**config.mk**
```make
export PLATFORM = sky130hd
export DESIGN_NAME = video_timing
export DESIGN_NICKNAME = d
export VERILOG_FILES = /design/src/rtl/video_timing_pkg.sv /design/src/rtl/video_timing_axis.sv /design/src/rtl/video_timing.sv
export SDC_FILE = /design/constraint.sdc
export NUM_CORES = 1
export LEC_CHECK = 0
export BUFFER_PORTS_ARGS = -buffer_cell sky130_fd_sc_hd__buf_2
export CORE_MARGIN = 2
export CORE_UTILIZATION = 30
export CTS_CLUSTER_SIZE = 20
export DETAILED_ROUTE_END_ITERATION = 10
export PLACE_DENSITY = 0.48
export SLEW_MARGIN = 20
export SYNTH_ARGS = -nofsm -noshare
export SYNTH_HDL_FRONTEND = slang
export SYNTH_SLANG_ARGS = --single-unit
```
**constraint.sdc**
```tcl
create_clock -name mclk -period 2.18 [get_ports mclk]
set_input_delay 0.109 -clock mclk [delete_from_list [all_inputs] [get_ports mclk]]
set_output_delay 0.109 -clock mclk [all_outputs]
set_load 0.02 [all_outputs]
```
**src/rtl/video_timing_pkg.sv**
```systemverilog
// video_timing_pkg
// Shared definitions for the Pong video timing chain.
//   - Default horizontal/vertical timing constants (counts per line, lines
//     per frame, blank and sync window edges).
//   - count_t: the 9-bit count type used by both axes.
//   - inWindow(): half-open window compare, lo <= x < hi.
package video_timing_pkg;

    localparam int unsigned CNT_W     = 9;
    localparam int unsigned MAX_TOTAL = 512;

    localparam int unsigned DEF_H_TOTAL      = 455;
    localparam int unsigned DEF_V_TOTAL      = 262;
    localparam int unsigned DEF_H_BLANK_END  = 80;
    localparam int unsigned DEF_H_SYNC_START = 32;
    localparam int unsigned DEF_H_SYNC_END   = 64;
    localparam int unsigned DEF_V_BLANK_END  = 16;
    localparam int unsigned DEF_V_SYNC_START = 4;
    localparam int unsigned DEF_V_SYNC_END   = 8;

    typedef logic [CNT_W-1:0] count_t;

    function automatic logic inWindow(input count_t x, input count_t lo, input count_t hi);
        return (x >= lo) && (x < hi);
    endfunction

endpackage

```
**src/rtl/video_timing_axis.sv**
```systemverilog
// timing_axis
// One axis of the video timing: a wrapping counter, a registered start
// strobe that marks the wrap, a registered blank flag, and an active-low
// sync decode.
// Ports:
//   clk_i    - clock, all state changes on its rising edge
//   rst_ni   - synchronous active-low reset, overrides adv_i
//   adv_i    - advance enable for this axis
//   cnt_o    - current count (registered)
//   last_o   - count is at TOTAL-1 (decode of the register only)
//   start_o  - one-cycle pulse in the cycle the count first reads 0 after a wrap
//   blank_o  - high for counts 0..BLANK_END-1 (registered)
//   sync_no  - low while blanking and SYNC_START <= count < SYNC_END
module timing_axis
    import video_timing_pkg::*;
#(
    parameter int unsigned TOTAL      = DEF_H_TOTAL,
    parameter int unsigned BLANK_END  = DEF_H_BLANK_END,
    parameter int unsigned SYNC_START = DEF_H_SYNC_START,
    parameter int unsigned SYNC_END   = DEF_H_SYNC_END
) (
    input  logic             clk_i,
    input  logic             rst_ni,
    input  logic             adv_i,
    output logic [CNT_W-1:0] cnt_o,
    output logic             last_o,
    output logic             start_o,
    output logic             blank_o,
    output logic             sync_no
);

    // The counter is only 9 bits wide, so the total must fit and every
    // window edge must lie inside the count range.
    if (TOTAL > MAX_TOTAL || TOTAL < 2 || BLANK_END >= TOTAL ||
        SYNC_START >= TOTAL || SYNC_END >= TOTAL) begin : g_bad_params
        $error("timing_axis: timing parameters out of range for a 9-bit counter");
    end

    count_t cnt_q, cnt_d;
    logic   blank_q, blank_d;
    logic   start_q, start_d;

    assign last_o = (cnt_q == count_t'(TOTAL - 1));

    // Next-state: wrap at the last count, otherwise increment. The blank
    // flag sets on the wrap and clears as the count steps onto BLANK_END.
    // The start strobe is only raised on an advancing wrap, so it drops to
    // zero on any cycle where the axis does not advance.
    always_comb begin
        cnt_d   = cnt_q;
        blank_d = blank_q;
        start_d = 1'b0;
        if (adv_i) begin
            if (last_o) begin
                cnt_d   = '0;
                blank_d = 1'b1;
                start_d = 1'b1;
            end else begin
                cnt_d = cnt_q + count_t'(1);
                if (cnt_d == count_t'(BLANK_END)) begin
                    blank_d = 1'b0;
                end
            end
        end
    end

    // State register with synchronous reset to the start of blanking.
    always_ff @(posedge clk_i) begin
        if (!rst_ni) begin
            cnt_q   <= '0;
            blank_q <= 1'b1;
            start_q <= 1'b0;
        end else begin
            cnt_q   <= cnt_d;
            blank_q <= blank_d;
            start_q <= start_d;
        end
    end

    // Sync is qualified by blank so it can never fire in the visible area.
    assign sync_no = ~(blank_q & inWindow(cnt_q, count_t'(SYNC_START), count_t'(SYNC_END)));
    assign cnt_o   = cnt_q;
    assign start_o = start_q;
    assign blank_o = blank_q;

endmodule

```
**src/rtl/video_timing.sv**
```systemverilog
// video_timing
// Registered horizontal/vertical timing sequencer for the Pong video chain.
// Ports:
//   mclk        - master clock
//   _reset      - synchronous active-low reset, overrides ce
//   ce          - pixel clock-enable
//   hcnt, vcnt  - 9-bit horizontal / vertical counts (registered)
//   _hreset     - low while hcnt is at its last count
//   _vreset     - low while both counts are at their last count
//   hblank/_hblank, vblank/_vblank - blank flags (registered) and inverses
//   _hsync, _vsync - active-low sync decodes
//   line_start, frame_start - one-cycle strobes when hcnt / both counts wrap
module video_timing
    import video_timing_pkg::*;
#(
    parameter int unsigned H_TOTAL      = DEF_H_TOTAL,
    parameter int unsigned V_TOTAL      = DEF_V_TOTAL,
    parameter int unsigned H_BLANK_END  = DEF_H_BLANK_END,
    parameter int unsigned H_SYNC_START = DEF_H_SYNC_START,
    parameter int unsigned H_SYNC_END   = DEF_H_SYNC_END,
    parameter int unsigned V_BLANK_END  = DEF_V_BLANK_END,
    parameter int unsigned V_SYNC_START = DEF_V_SYNC_START,
    parameter int unsigned V_SYNC_END   = DEF_V_SYNC_END
) (
    input  logic             mclk,
    input  logic             _reset,
    input  logic             ce,
    output logic [CNT_W-1:0] hcnt,
    output logic [CNT_W-1:0] vcnt,
    output logic             _hreset,
    output logic             _vreset,
    output logic             hblank,
    output logic             _hblank,
    output logic             _hsync,
    output logic             vblank,
    output logic             _vblank,
    output logic             _vsync,
    output logic             line_start,
    output logic             frame_start
);

    logic hLast;
    logic vLast;
    logic vAdvance;

    // The vertical axis steps once per line, on the ce cycle where the
    // horizontal count wraps.
    assign vAdvance = ce & hLast;

    timing_axis #(
        .TOTAL      (H_TOTAL),
        .BLANK_END  (H_BLANK_END),
        .SYNC_START (H_SYNC_START),
        .SYNC_END   (H_SYNC_END)
    ) uHorizontal (
        .clk_i   (mclk),
        .rst_ni  (_reset),
        .adv_i   (ce),
        .cnt_o   (hcnt),
        .last_o  (hLast),
        .start_o (line_start),
        .blank_o (hblank),
        .sync_no (_hsync)
    );

    timing_axis #(
        .TOTAL      (V_TOTAL),
        .BLANK_END  (V_BLANK_END),
        .SYNC_START (V_SYNC_START),
        .SYNC_END   (V_SYNC_END)
    ) uVertical (
        .clk_i   (mclk),
        .rst_ni  (_reset),
        .adv_i   (vAdvance),
        .cnt_o   (vcnt),
        .last_o  (vLast),
        .start_o (frame_start),
        .blank_o (vblank),
        .sync_no (_vsync)
    );

    // Reset strobes decode only registered counts, so they cannot glitch.
    assign _hreset = ~hLast;
    assign _vreset = ~(vLast & hLast);
    assign _hblank = ~hblank;
    assign _vblank = ~vblank;

endmodule

```
==> report_table.html <==
<table>
<tr><th>Metric</th><th>Value</th></tr>
<tr><th colspan="2">Cells and area</th></tr>
<tr><td>Diodes inserted</td><td>0</td></tr>
<tr><td>Leading cell types in the layout, fill and taps excluded</td><td>sky130_fd_sc_hd__buf_2 (30), sky130_fd_sc_hd__dfxtp_1 (22), sky130_fd_sc_hd__nand2_1 (17)</td></tr>
<tr><td>NumNets Final</td><td>211</td></tr>
<tr><td>Area grow syn2layout</td><td>26.1%</td></tr>
<tr><td>Final cell area excluding filler cells</td><td>0.00158 sq mm</td></tr>
<tr><td>Register area</td><td>440 sq um</td></tr>
<tr><td>FILL cells</td><td>418</td></tr>
<tr><td>Most common cell after layout, fill and taps aside</td><td>sky130_fd_sc_hd__buf_2</td></tr>
<tr><td>Fraction of final layout cells sized beyond drive strength 1</td><td>25.0%</td></tr>
<tr><td>Area used by multi-input combinational logic</td><td>747 sq um</td></tr>
<tr><th colspan="2">Min path</th></tr>
<tr><td>Worst hold-check path type</td><td>input pin to register</td></tr>
<tr><th colspan="2">STA</th></tr>
<tr><td>Max Clock Skew</td><td>6.59 ps</td></tr>
<tr><td>Max Clk Rate</td><td>0.488 GHz</td></tr>
<tr><td>Final sum of negative setup slack</td><td>0 ps</td></tr>
<tr><td>Worst Slack Setup Final</td><td>133 ps</td></tr>
<tr><td>RSZ-0062 raised after global routing</td><td>false</td></tr>
<tr><td>Period utilization</td><td>93.9%</td></tr>
<tr><td>Max-slew headroom at the worst pin</td><td>56.4%</td></tr>
<tr><td>Minimum clock period after layout</td><td>2050 ps</td></tr>
<tr><td>Final setup fails</td><td>0</td></tr>
<tr><td>Fin. Hold Viols</td><td>0</td></tr>
<tr><td>Pins over their slew limit</td><td>0</td></tr>
<tr><td>Least-Margin Pin Slew</td><td>653 ps</td></tr>
<tr><th colspan="2">Placed design</th></tr>
<tr><td>Port Buf Inserts</td><td>30</td></tr>
<tr><td>Worst Setup Slack post-DPL</td><td>133 ps</td></tr>
<tr><td>Last weighted congestion value of the routability-driven placer</td><td>0.859</td></tr>
<tr><td>HPWL Detailed</td><td>2500 um</td></tr>
<tr><td>DP Area</td><td>0.00154 sq mm</td></tr>
<tr><th colspan="2">Clock tree</th></tr>
<tr><td>Worst-Skew Late Latency</td><td>260 ps</td></tr>
<tr><td>Sink Count</td><td>22</td></tr>
<tr><td>Post-CTS Setup Repair Bufs</td><td>0</td></tr>
<tr><td>Number of buffers inserted by hold repair at cts</td><td>0</td></tr>
<tr><td>Clock tree buffer depth</td><td>2</td></tr>
<tr><td>Number of buffers created by CTS</td><td>3</td></tr>
<tr><td>TritonCTS clock tree</td><td>yes</td></tr>
<tr><td>Clock tree root driver cell</td><td>sky130_fd_sc_hd__clkbuf_8</td></tr>
<tr><td># H-tree levels</td><td>1</td></tr>
<tr><td>Resized cells post-CTS</td><td>0</td></tr>
<tr><td>Clk pin slew, worst setup/hold paths</td><td>90 ps</td></tr>
<tr><th colspan="2">Setup path</th></tr>
<tr><td>Critical path capture point type</td><td>register</td></tr>
<tr><td>Worst r2r path cells</td><td>7</td></tr>
<tr><td>Critical path data arrival time</td><td>2240 ps</td></tr>
<tr><td>Maximum fanout along the worst path</td><td>17</td></tr>
<tr><td>Worst Setup EP</td><td>uVertical.cnt_o[2]</td></tr>
<tr><td>Type of the setup path with the least slack</td><td>register to register</td></tr>
<tr><td>R2R Setup Slk</td><td>130 ps</td></tr>
<tr><td>Capture point of the worst reg-to-reg path</td><td>uVertical.cnt_o[2]</td></tr>
<tr><td>RR Startpoint</td><td>uHorizontal.cnt_o[0]</td></tr>
<tr><td>Worst Setup SP</td><td>uHorizontal.cnt_o[0]</td></tr>
<tr><td>Critical path data required time</td><td>2370 ps</td></tr>
<tr><td>Kind of start point of the critical path</td><td>register</td></tr>
<tr><th colspan="2">Global route</th></tr>
<tr><td>Maximum number of pins on one net before global-route repair</td><td>21</td></tr>
<tr><td>Via count of the first global-routing pass</td><td>1152</td></tr>
<tr><td>Total global-route track usage</td><td>16.0%</td></tr>
<tr><td>Initial antenna violation count</td><td>0</td></tr>
<tr><td>Total congestion overflow after global routing</td><td>0</td></tr>
<tr><td>Global-route wire length before repair</td><td>5730 um</td></tr>
<tr><th colspan="2">Floorplan</th></tr>
<tr><td>Starting utilization of the core area</td><td>31.2%</td></tr>
<tr><td>Core Footprint</td><td>0.00400 sq mm</td></tr>
<tr><td>Die height</td><td>68.6 um</td></tr>
<tr><td>Standard-cell row count</td><td>23</td></tr>
<tr><td>I/O pin total</td><td>31</td></tr>
<tr><td>Die area</td><td>0.00470 sq mm</td></tr>
<tr><td>X dimension of the die</td><td>68.6 um</td></tr>
<tr><th colspan="2">Synth</th></tr>
<tr><td>Count of mapped cells out of synthesis</td><td>161</td></tr>
<tr><td>Average size of a mapped cell</td><td>7.76 sq um</td></tr>
<tr><td>Sequential area share after synthesis</td><td>35.2%</td></tr>
<tr><td>Ys flop type</td><td>sky130_fd_sc_hd__dfxtp_1</td></tr>
<tr><td>Synthesis warning total</td><td>0</td></tr>
<tr><td>Distinct cells, synth</td><td>41</td></tr>
<tr><td>Seq cells post-synth</td><td>22</td></tr>
<tr><td>Cell Area, Synth</td><td>0.00125 sq mm</td></tr>
<tr><td>FFs w/ async S/R, synth</td><td>0%</td></tr>
<tr><td>Number of flops mapped to enable cells by yosys</td><td>0</td></tr>
<tr><td>Synth Net Count</td><td>170</td></tr>
<tr><th colspan="2">Routing</th></tr>
<tr><td>Vias/cell</td><td>5.12</td></tr>
<tr><td>Remaining number of nets flagged by the antenna check after routing</td><td>0</td></tr>
<tr><td>Detailed-routing iteration count for the pre-antenna-repair pass</td><td>4</td></tr>
<tr><td>Number of DRC violations after detailed routing</td><td>0</td></tr>
<tr><td>WL per Instance</td><td>13.8 um</td></tr>
<tr><td>Wirelength, routed</td><td>3450 um</td></tr>
<tr><td>Detailed router's first-iteration violation count</td><td>79</td></tr>
<tr><td>Total vias in the final route</td><td>1279</td></tr>
<tr><th colspan="2">Outcome</th></tr>
<tr><td>Run status</td><td>finished clean</td></tr>
<tr><th colspan="2">Power and ir drop</th></tr>
<tr><td>Power per cell area</td><td>450 mW/mm^2</td></tr>
<tr><td>Leakage component of the power</td><td>0.000677 uW</td></tr>
<tr><td>Maximum resistive drop on vdd</td><td>244 uV</td></tr>
<tr><th colspan="2">Job</th></tr>
<tr><td>Count of max-cap constraint violations</td><td>0</td></tr>
</table>
-- state kept, by name, indices dropped and copies added, names as in the netlist --
name / count
uHorizontal.blank_o: 1
uHorizontal.cnt_o: 9
uHorizontal.start_o: 1
uVertical.blank_o: 1
uVertical.cnt_o: 9
uVertical.start_o: 1
-- cell type report --
class,count,share of cell area [%]
clock buffer,3,2.62
inverter,8,1.90
timing repair buffer,44,16.2
tap,50,3.97
sequential,22,27.9
multi-input combinational,123,47.4
-- layer usage --
| metal | track usage, % | share of wire, % | vias to the layer above |
|---|---|---|---|
| met5 | 0 | 0 | - |
| li1 | - | - | 656 |
| met4 | 3.75 | 0.61 | 0 |
| met3 | 2.27 | 3.9 | 2 |
| met2 | 23.7 | 44 | 20 |
| met1 | 24.1 | 51 | 601 |
-- cell families (layout without fill, tap and decap cells) --
group	Yosys count	count (layout)	share of synthesized area, %
and+or+nand+nor	79	79	34.1
AOI/OAI and AO/OA	33	33	15.9
DFF	22	22	35.2
buffers and inverters	16	55	5.00
adders and majority gates	6	6	6.01
xor gates and xnor gates	4	4	2.80
muxes	1	1	0.901
-- synthesized netlist by cell type, types with 3 or more instances --
library cell / number / share of area, %
sky130_fd_sc_hd__dfxtp_1: 22 / 35
sky130_fd_sc_hd__nand2_1: 17 / 5.1
sky130_fd_sc_hd__nor2_1: 16 / 4.8
sky130_fd_sc_hd__a21oi_1: 15 / 6.0
sky130_fd_sc_hd__inv_1: 8 / 2.4
sky130_fd_sc_hd__nand3_1: 7 / 2.8
sky130_fd_sc_hd__o21ai_0: 7 / 2.8
sky130_fd_sc_hd__ha_1: 6 / 6.0
sky130_fd_sc_hd__nand4_1: 6 / 3.0
sky130_fd_sc_hd__or3_1: 6 / 3.0
sky130_fd_sc_hd__clkbuf_1: 5 / 1.5
sky130_fd_sc_hd__or4_1: 5 / 3.0
sky130_fd_sc_hd__nor3_1: 4 / 1.6
sky130_fd_sc_hd__a21o_1: 3 / 1.8
sky130_fd_sc_hd__and3_1: 3 / 1.5
-- per-stage QoR --
step | hold slack, ps | total power (uW) | utilization, % | std cells
2_1_floorplan | 181 | 439 | - | 161
3_3_place_gp | 345 | 454 | 38.4 | 247
3_5_place_dp | 349 | 455 | 38.4 | 247
4_1_cts | 75.0 | 718 | 39.4 | 250
5_1_grt | 78.6 | 737 | 39.4 | 250
6_report | 72.6 | 709 | 39.4 | 250
-- where the power goes --
part / switching, uW / leakage [uW] / internal (uW)
registers: 1.31 / 0.000178 / 404
logic: 26.5 / 0.000477 / 12.9
clock network: 141 / 0.0000216 / 123
total: 169 / 0.000677 / 541
-- critical path, cell delays in order, from the launching register on --
cell,delay (ps)
sky130_fd_sc_hd__dfxtp_1,320
sky130_fd_sc_hd__inv_1,90
sky130_fd_sc_hd__ha_1,160
sky130_fd_sc_hd__nand4_1,140
sky130_fd_sc_hd__or4_1,440
sky130_fd_sc_hd__buf_4,210
sky130_fd_sc_hd__or3b_2,470
sky130_fd_sc_hd__a21oi_1,140
-- how the worst min path moves through the flow --
stage | startpoint | end | slack [ps] | depth (start not counted)
2_1_floorplan | _reset | uHorizontal.blank_o | 180 | 1
4_1_cts | _reset | uHorizontal.blank_o | 80 | 2
3_5_place_dp | _reset | uHorizontal.blank_o | 350 | 2
3_3_place_gp | _reset | uVertical.blank_o | 350 | 2
6_report | _reset | uHorizontal.blank_o | 70 | 2
5_1_grt | _reset | uHorizontal.blank_o | 80 | 2
No activity file was read; power rests on OpenSTA's default activity.
